### config.mk
export PLATFORM = sky130hd
export DESIGN_NAME = verificador_senha
export DESIGN_NICKNAME = d
export VERILOG_FILES = /design/src/rtl/verificador_senha.sv
export SDC_FILE = /design/constraint.sdc
export NUM_CORES = 1
export LEC_CHECK = 0
export ABC_AREA = 0
export CORE_MARGIN = 3
export CORE_UTILIZATION = 50
export DETAILED_ROUTE_END_ITERATION = 10
export PLACE_DENSITY = 0.85
export SLEW_MARGIN = 20
export SYNTH_ARGS = -nofsm -noshare
export SYNTH_HDL_FRONTEND = slang
export SYNTH_SLANG_ARGS = --single-unit
### constraint.sdc
create_clock -name clk -period 5.3 [get_ports clk]
set_input_delay 0.795 -clock clk [delete_from_list [all_inputs] [get_ports clk]]
set_output_delay 0.795 -clock clk [all_outputs]
set_load 0.05 [all_outputs]
### src/rtl/verificador_senha.sv
// Code-entry checker for the lock controller: compares entered digits against a code,
// reports total/partial success or failure, and enforces a timed lockout after repeated failures.
//
// state           | meaning
// INICIAL         | idle, waiting for the first digit
// ENTRADA         | digits being entered
// SUCESSO_TOTAL   | all digits correct
// SUCESSO_PARCIAL | code complete with 1..MAX_ERR wrong digits
// FALHA           | too many wrong digits; waiting for limpa
// BLOQUEIO        | lockout timer running; all input ignored
module verificador_senha #(
  parameter int DIGIT_W     = 4,
  parameter int CODE_LEN    = 6,
  parameter int MAX_ERR     = 1,
  parameter int MAX_TRIES   = 3,
  parameter int LOCK_CYCLES = 16
) (
  input  logic                        clk,
  input  logic                        reset,
  input  logic                        insere,
  input  logic [DIGIT_W-1:0]          numero,
  input  logic [CODE_LEN*DIGIT_W-1:0] codigo,
  input  logic                        limpa,
  output logic [2:0]                  estado,
  output logic                        led,
  output logic                        led_parcial,
  output logic [3:0]                  acertos,
  output logic [3:0]                  erros,
  output logic [3:0]                  tentativas,
  output logic [6:0]                  display
);

  typedef enum logic [2:0] {
    INICIAL         = 3'd0,
    ENTRADA         = 3'd1,
    SUCESSO_TOTAL   = 3'd2,
    SUCESSO_PARCIAL = 3'd3,
    FALHA           = 3'd4,
    BLOQUEIO        = 3'd5
  } state_t;

  localparam int PAD_LEN = 16;
  localparam int LCW = (LOCK_CYCLES > 1) ? $clog2(LOCK_CYCLES) : 1;
  localparam logic [3:0]     LAST_IDX    = 4'(CODE_LEN - 1);
  localparam logic [3:0]     MAX_ERR_V   = 4'(MAX_ERR);
  localparam logic [3:0]     MAX_TRIES_V = 4'(MAX_TRIES);
  localparam logic [LCW-1:0] LOCK_LOAD   = LCW'(LOCK_CYCLES - 1);

  state_t                        state;
  logic                          insere_q;
  logic [CODE_LEN*DIGIT_W-1:0]   codigo_q;
  logic [3:0]                    idx;
  logic [LCW-1:0]                lock_cnt;

  logic                          entry;
  logic [PAD_LEN*DIGIT_W-1:0]    code_pad;
  logic [DIGIT_W-1:0]            expected;
  logic                          hit;
  logic                          last;
  logic [3:0]                    acertos_nx;
  logic [3:0]                    erros_nx;
  logic [3:0]                    tent_nx;
  logic [3:0]                    total;

  assign entry = insere & ~insere_q;

  // The first digit is checked against the live code, since the latch happens on that same edge.
  assign code_pad   = {{((PAD_LEN - CODE_LEN) * DIGIT_W){1'b0}},
                       (state == INICIAL) ? codigo : codigo_q};
  assign expected   = code_pad[idx*DIGIT_W +: DIGIT_W];
  assign hit        = (numero == expected);
  assign last       = (idx == LAST_IDX);
  assign acertos_nx = acertos + {3'b000, hit};
  assign erros_nx   = erros + {3'b000, ~hit};
  assign tent_nx    = tentativas + 4'd1;

  always_ff @(posedge clk or posedge reset) begin
    if (reset) begin
      state      <= INICIAL;
      insere_q   <= 1'b1;
      codigo_q   <= '0;
      idx        <= '0;
      lock_cnt   <= '0;
      acertos    <= '0;
      erros      <= '0;
      tentativas <= '0;
    end else begin
      insere_q <= insere;
      case (state)
        INICIAL, ENTRADA: begin
          if (limpa) begin
            state   <= INICIAL;
            acertos <= '0;
            erros   <= '0;
            idx     <= '0;
          end else if (entry) begin
            if (state == INICIAL) codigo_q <= codigo;
            acertos <= acertos_nx;
            erros   <= erros_nx;
            if (erros_nx > MAX_ERR_V) begin
              tentativas <= tent_nx;
              if (tent_nx == MAX_TRIES_V) begin
                state    <= BLOQUEIO;
                lock_cnt <= LOCK_LOAD;
              end else begin
                state <= FALHA;
              end
            end else if (last) begin
              state      <= (erros_nx == 4'd0) ? SUCESSO_TOTAL : SUCESSO_PARCIAL;
              tentativas <= '0;
            end else begin
              idx   <= idx + 4'd1;
              state <= ENTRADA;
            end
          end
        end
        SUCESSO_TOTAL, SUCESSO_PARCIAL, FALHA: begin
          if (limpa) begin
            state   <= INICIAL;
            acertos <= '0;
            erros   <= '0;
            idx     <= '0;
          end
        end
        BLOQUEIO: begin
          if (lock_cnt == '0) begin
            state      <= INICIAL;
            acertos    <= '0;
            erros      <= '0;
            idx        <= '0;
            tentativas <= '0;
          end else begin
            lock_cnt <= lock_cnt - 1'b1;
          end
        end
        default: begin
          state   <= INICIAL;
          acertos <= '0;
          erros   <= '0;
          idx     <= '0;
        end
      endcase
    end
  end

  assign estado      = state;
  assign led         = (state == SUCESSO_TOTAL) || (state == SUCESSO_PARCIAL);
  assign led_parcial = (state == SUCESSO_PARCIAL);
  assign total       = acertos + erros;

  always_comb begin
    display = 7'b0111111;
    case (state)
      INICIAL, ENTRADA: begin
        case (total)
          4'h0: display = 7'b0111111;
          4'h1: display = 7'b0000110;
          4'h2: display = 7'b1011011;
          4'h3: display = 7'b1001111;
          4'h4: display = 7'b1100110;
          4'h5: display = 7'b1101101;
          4'h6: display = 7'b1111101;
          4'h7: display = 7'b0000111;
          4'h8: display = 7'b1111111;
          4'h9: display = 7'b1101111;
          4'hA: display = 7'b1110111;
          4'hB: display = 7'b1111100;
          4'hC: display = 7'b0111001;
          4'hD: display = 7'b1011110;
          4'hE: display = 7'b1111001;
          default: display = 7'b1110001;
        endcase
      end
      SUCESSO_TOTAL:   display = 7'b1101101;
      SUCESSO_PARCIAL: display = 7'b1110011;
      FALHA:           display = 7'b1110001;
      BLOQUEIO:        display = 7'b0111000;
      default:         display = 7'b0111111;
    endcase
  end

endmodule
==> implementation parameters, run 1 <==
Parameter                              Value

Setup path
  Setup crit end kind    output port
  Destination of the worst register-to-register timing path    idx[0]$_DFFE_PP0P_
  Path depth of the worst reg2reg path    13
  Crit path arrival time    just under 4000 ps
  Setup slack on the worst flop-to-flop path    roughly 900 ps
  Cell breakdown of the critical path    ha_1 -> a21o_1 -> a21oi_1 -> xnor2_1 -> mux4_2 -> o211ai_1 -> o31a_1 -> clkdlybuf4s50_1
  Crit path launch type    flop
  Largest stage delay, worst path    810 ps
  Biggest fanout along the worst timing path    12
  Type of the worst setup path    flop to output port
  Launch instance of the worst register-to-register path    estado[1]$_DFFE_PP0P_
  Cell with the largest stage delay on the worst path    sky130_fd_sc_hd__xnor2_1
  Required time of the worst setup path    4510 ps
  Start point of the critical path    erros[1]$_DFFE_PP0P_

Routing
  Number of nets with antenna violations after detailed routing    0
  DRC violations left    0
  DR vias    approximately 2400
  Via density per instance    about 6
  Sum of routed wire length over all layers    6.47 mm
  Detailed-routing iteration count for the pre-antenna-repair pass    5
  Routed wire per std cell    15.5 µm
  Drt initial violations    91

Power and ir drop
  Proportion of total power due to net switching    31.7%
  Internal power    about 0.9 mW
  Worst voltage drop across the vdd grid    0.274 mV
  Overall power of the completed layout    around 1.4 mW
  Part of the total power dissipated in the clock network    a little over a quarter
  Sequential fraction of design power    37.9%
  Combinational share of power    35.6%
  Total power per unit cell area    about 350 mW/mm²
  Leakage Power    about 1.7 nW
  Switching power    between 0.4 and 0.5 mW

Logic synthesis
  Yosys Warn Count    0
  Area of the mapped netlist    about 0.0032 mm²
  Synth Instances    roughly 290
  Fraction of synthesized area in multiplexers    20.0%
  Mapped Nets    340
  Number of synthesized flops with an enable pin    0
  Flop and latch count out of synthesis    48
  Compound-Gate Fraction of Synth Area    11.9%
  Post-synthesis adder-cell area fraction    7.77%
  Share of synthesized flip-flops with an asynchronous set or reset    100%
  Dominant combinational cell family by area after synthesis    multiplexers
  Sequential cell area fraction in the yosys report    between 30% and 40%
  Share of synthesized cell area in and, or, nand and nor gates    a little over an eighth
  Syn avg cell area    between 10 and 15 µm²
  Netlist cell types    53
  Most frequently used flop master after synthesis    sky130_fd_sc_hd__dfrtp_1
  Fraction of synthesized cell area in xor and xnor cells    4.72%

Clock tree
  Worst skew pair latency    approximately 310 ps
  Number of setup buffers added after CTS    0
  Cell at the root of the clock tree    sky130_fd_sc_hd__clkbuf_8
  Cells resized by post-CTS repair    0
  Clock tree from TritonCTS    built
  Post-CTS Hold Buffers    0
  Number of buffers on the longest clock path    2
  Total number of clock tree sinks    48
  Clock H-tree levels    2
  Clock-pin slew on the worst setup and hold paths    about 90 ps
  Clock buffer count from CTS    5

Layout
  Number of standard cells in the layout, taps in and fillers out    around 420
  Area Overhead vs Synth    23.9%
  Number of antenna cells inserted    0
  Core utilization of the finished layout    64.9%
  Final layout net count    around 400
  Post-route cell area    around 0.004 mm²
  Fraction of final layout cells with drive strength greater than 1    approximately 16%
  Fillers    486

STA
  Final hold violations    0
  Worst-Margin Slew    around 1000 ps
  Post-layout min period    around 4700 ps
  Worst rel slew slack    approximately a third
  Setup ws final    649 ps
  Hold slack final    roughly 500 ps
  Max frequency    roughly 0.22 GHz
  RSZ-0062 raised after global routing    no
  Post-route setup TNS    0 ps
  Post-route fraction of the period consumed by the critical path    87.7%
  Setup-violating endpoint count in the final report    0
  Fin. max-slew vios    0
  Setup Skew    roughly 16 ps

Global route
  Total GRT Usage    between 10% and 20%
  Wire length of the first global-routing pass    between 10 and 15 mm
  Initial antenna violation count    0
  Congestion Overflow GR    0
  Pin count of the biggest net entering global routing    ~50
  Number of global-route vias before repair    between 2000 and 2500

Floorplanning
  Initial cell density of the core    between 50% and 60%
  Horizontal extent of the die    ~85 µm
  FP Rows    28
  Core Box Area    approximately 0.006 mm²
  Die Outline Area    roughly 0.0073 mm²
  Y dimension of the die    about 85 µm
  Number of ports placed on the die boundary    56

Place
  Placed cells    409
  Last weighted congestion value of the routability-driven placer    between 0.8 and 0.9
  Minimum setup slack after placement    between 800 and 900 ps
  Sum of net half-perimeters after detailed placement    about 4.9 mm
  Post-Place Cell Area    0.00375 mm²
  Number of input and output port buffers inserted    55

Flow run
  Max-capacitance violation count    0

Run status
  Result of the run    finished, final reports clean

Min path
  Sink of the worst hold path    codigo_q[17]$_DFFE_PP0P_
  Depth of the worst hold-timing path    1
  Hold Path Class    flop to flop
  Beginning of the worst hold path    codigo_q[17]$_DFFE_PP0P_
[worst max-delay path, delay by kind of cell, from the launching register on]
family                   cells  cell delay (ps)
AO/OA/AOI/OAI                4              510
XOR/XNOR                     1              810
adder cells (fa/ha/maj)      1              330
buffers and inverters        1              790
flip-flops                   1              490
multiplexers                 1              610
[flip-flops by register name, summed over array words and instances, names as in the netlist]
signal	cells
acertos	4
codigo_q	24
erros	4
estado	3
idx	4
insere_q	1
lock_cnt	4
tentativas	4
[per-layer routing]
layer	vias up	share of wire [%]	global-route usage, %
met5	-	0	0
met4	0	1.1	5.61
met3	6	5.0	3.01
met2	70	51	32.8
met1	1202	43	24.1
li1	1168	-	-
[how the worst max path moves through the flow]
stage	endpoint	slack (ps)	depth (start not counted)
after floorplan	display[1]	1170	8
after global placement	idx[0]$_DFFE_PP0P_	1010	13
after detailed placement	idx[0]$_DFFE_PP0P_	870	13
after CTS	display[3]	620	8
after global routing	display[3]	350	8
final	display[3]	650	8
[cells by family after synthesis]
kind of cell,count (synthesis)
AND/OR/NAND/NOR,82
multiplexers,44
AO/OA/AOI/OAI,52
XOR/XNOR,17
buffers and inverters,27
adder cells (fa/ha/maj),19
flip-flops,48
[cell type report]
class / count / area, µm² / area share [%]
multi-input cells: 214 / 1830 / 46.8
flip-flops and latches: 48 / 1200 / 30.8
repair buffers: 58 / 573 / 14.7
well taps: 75 / 93.8 / 2.40
clock inverters: 3 / 90.1 / 2.30
clock buffers: 5 / 68.8 / 1.76
inverters: 14 / 53.8 / 1.38
[cell usage after synthesis, types with 4 or more instances]
cell type	instances	share of area (%)
sky130_fd_sc_hd__xor2_1	5	1.4
sky130_fd_sc_hd__nand2_1	19	2.3
sky130_fd_sc_hd__ha_1	18	7.1
sky130_fd_sc_hd__o21ai_0	8	1.3
sky130_fd_sc_hd__nand3_1	9	1.4
sky130_fd_sc_hd__xnor2_1	12	3.3
sky130_fd_sc_hd__nor2b_1	5	0.99
sky130_fd_sc_hd__mux4_2	7	5.0
sky130_fd_sc_hd__nor2_1	19	2.3
sky130_fd_sc_hd__a21oi_1	10	1.6
sky130_fd_sc_hd__a22o_1	6	1.7
sky130_fd_sc_hd__mux4_1	4	3.3
sky130_fd_sc_hd__nand3b_1	5	1.2
sky130_fd_sc_hd__o22ai_1	4	0.79
sky130_fd_sc_hd__clkbuf_1	4	0.48
sky130_fd_sc_hd__inv_1	14	1.7
sky130_fd_sc_hd__dfrtp_1	47	37
sky130_fd_sc_hd__mux2i_1	5	1.6
sky130_fd_sc_hd__nor3_1	4	0.63
sky130_fd_sc_hd__buf_2	7	1.1
sky130_fd_sc_hd__mux2_2	27	9.6
[power by group through the flow]
| stage | sequential (mW) | clock [mW] | combinational (mW) |
|---|---|---|---|
| finish | 0.514 | 0.359 | 0.483 |
| global route | 0.528 | 0.379 | 0.527 |
| CTS | 0.513 | 0.368 | 0.487 |
| detailed placement | 0.520 | 0 | 0.485 |
| global placement | 0.514 | 0 | 0.473 |
| floorplan | 0.527 | 0 | 0.342 |
[cells in the final DEF, fill, tap and decap left out, types with 9 or more instances in the layout]
| cell | count |
|---|---|
| sky130_fd_sc_hd__nand3_1 | 9 |
| sky130_fd_sc_hd__clkdlybuf4s50_1 | 55 |
| sky130_fd_sc_hd__a21oi_1 | 10 |
| sky130_fd_sc_hd__ha_1 | 18 |
| sky130_fd_sc_hd__nor2_1 | 19 |
| sky130_fd_sc_hd__inv_1 | 13 |
| sky130_fd_sc_hd__xnor2_1 | 12 |
| sky130_fd_sc_hd__mux2_2 | 27 |
| sky130_fd_sc_hd__nand2_1 | 19 |
| sky130_fd_sc_hd__dfrtp_1 | 47 |
Power figures use the tool's default switching activity.
==> inputs of run 2 (changes only) <==
- TNS_END_PERCENT: default -> 10
==> results of run 2 <==
Final layout, timing and power as in run 1 (identical DEF).
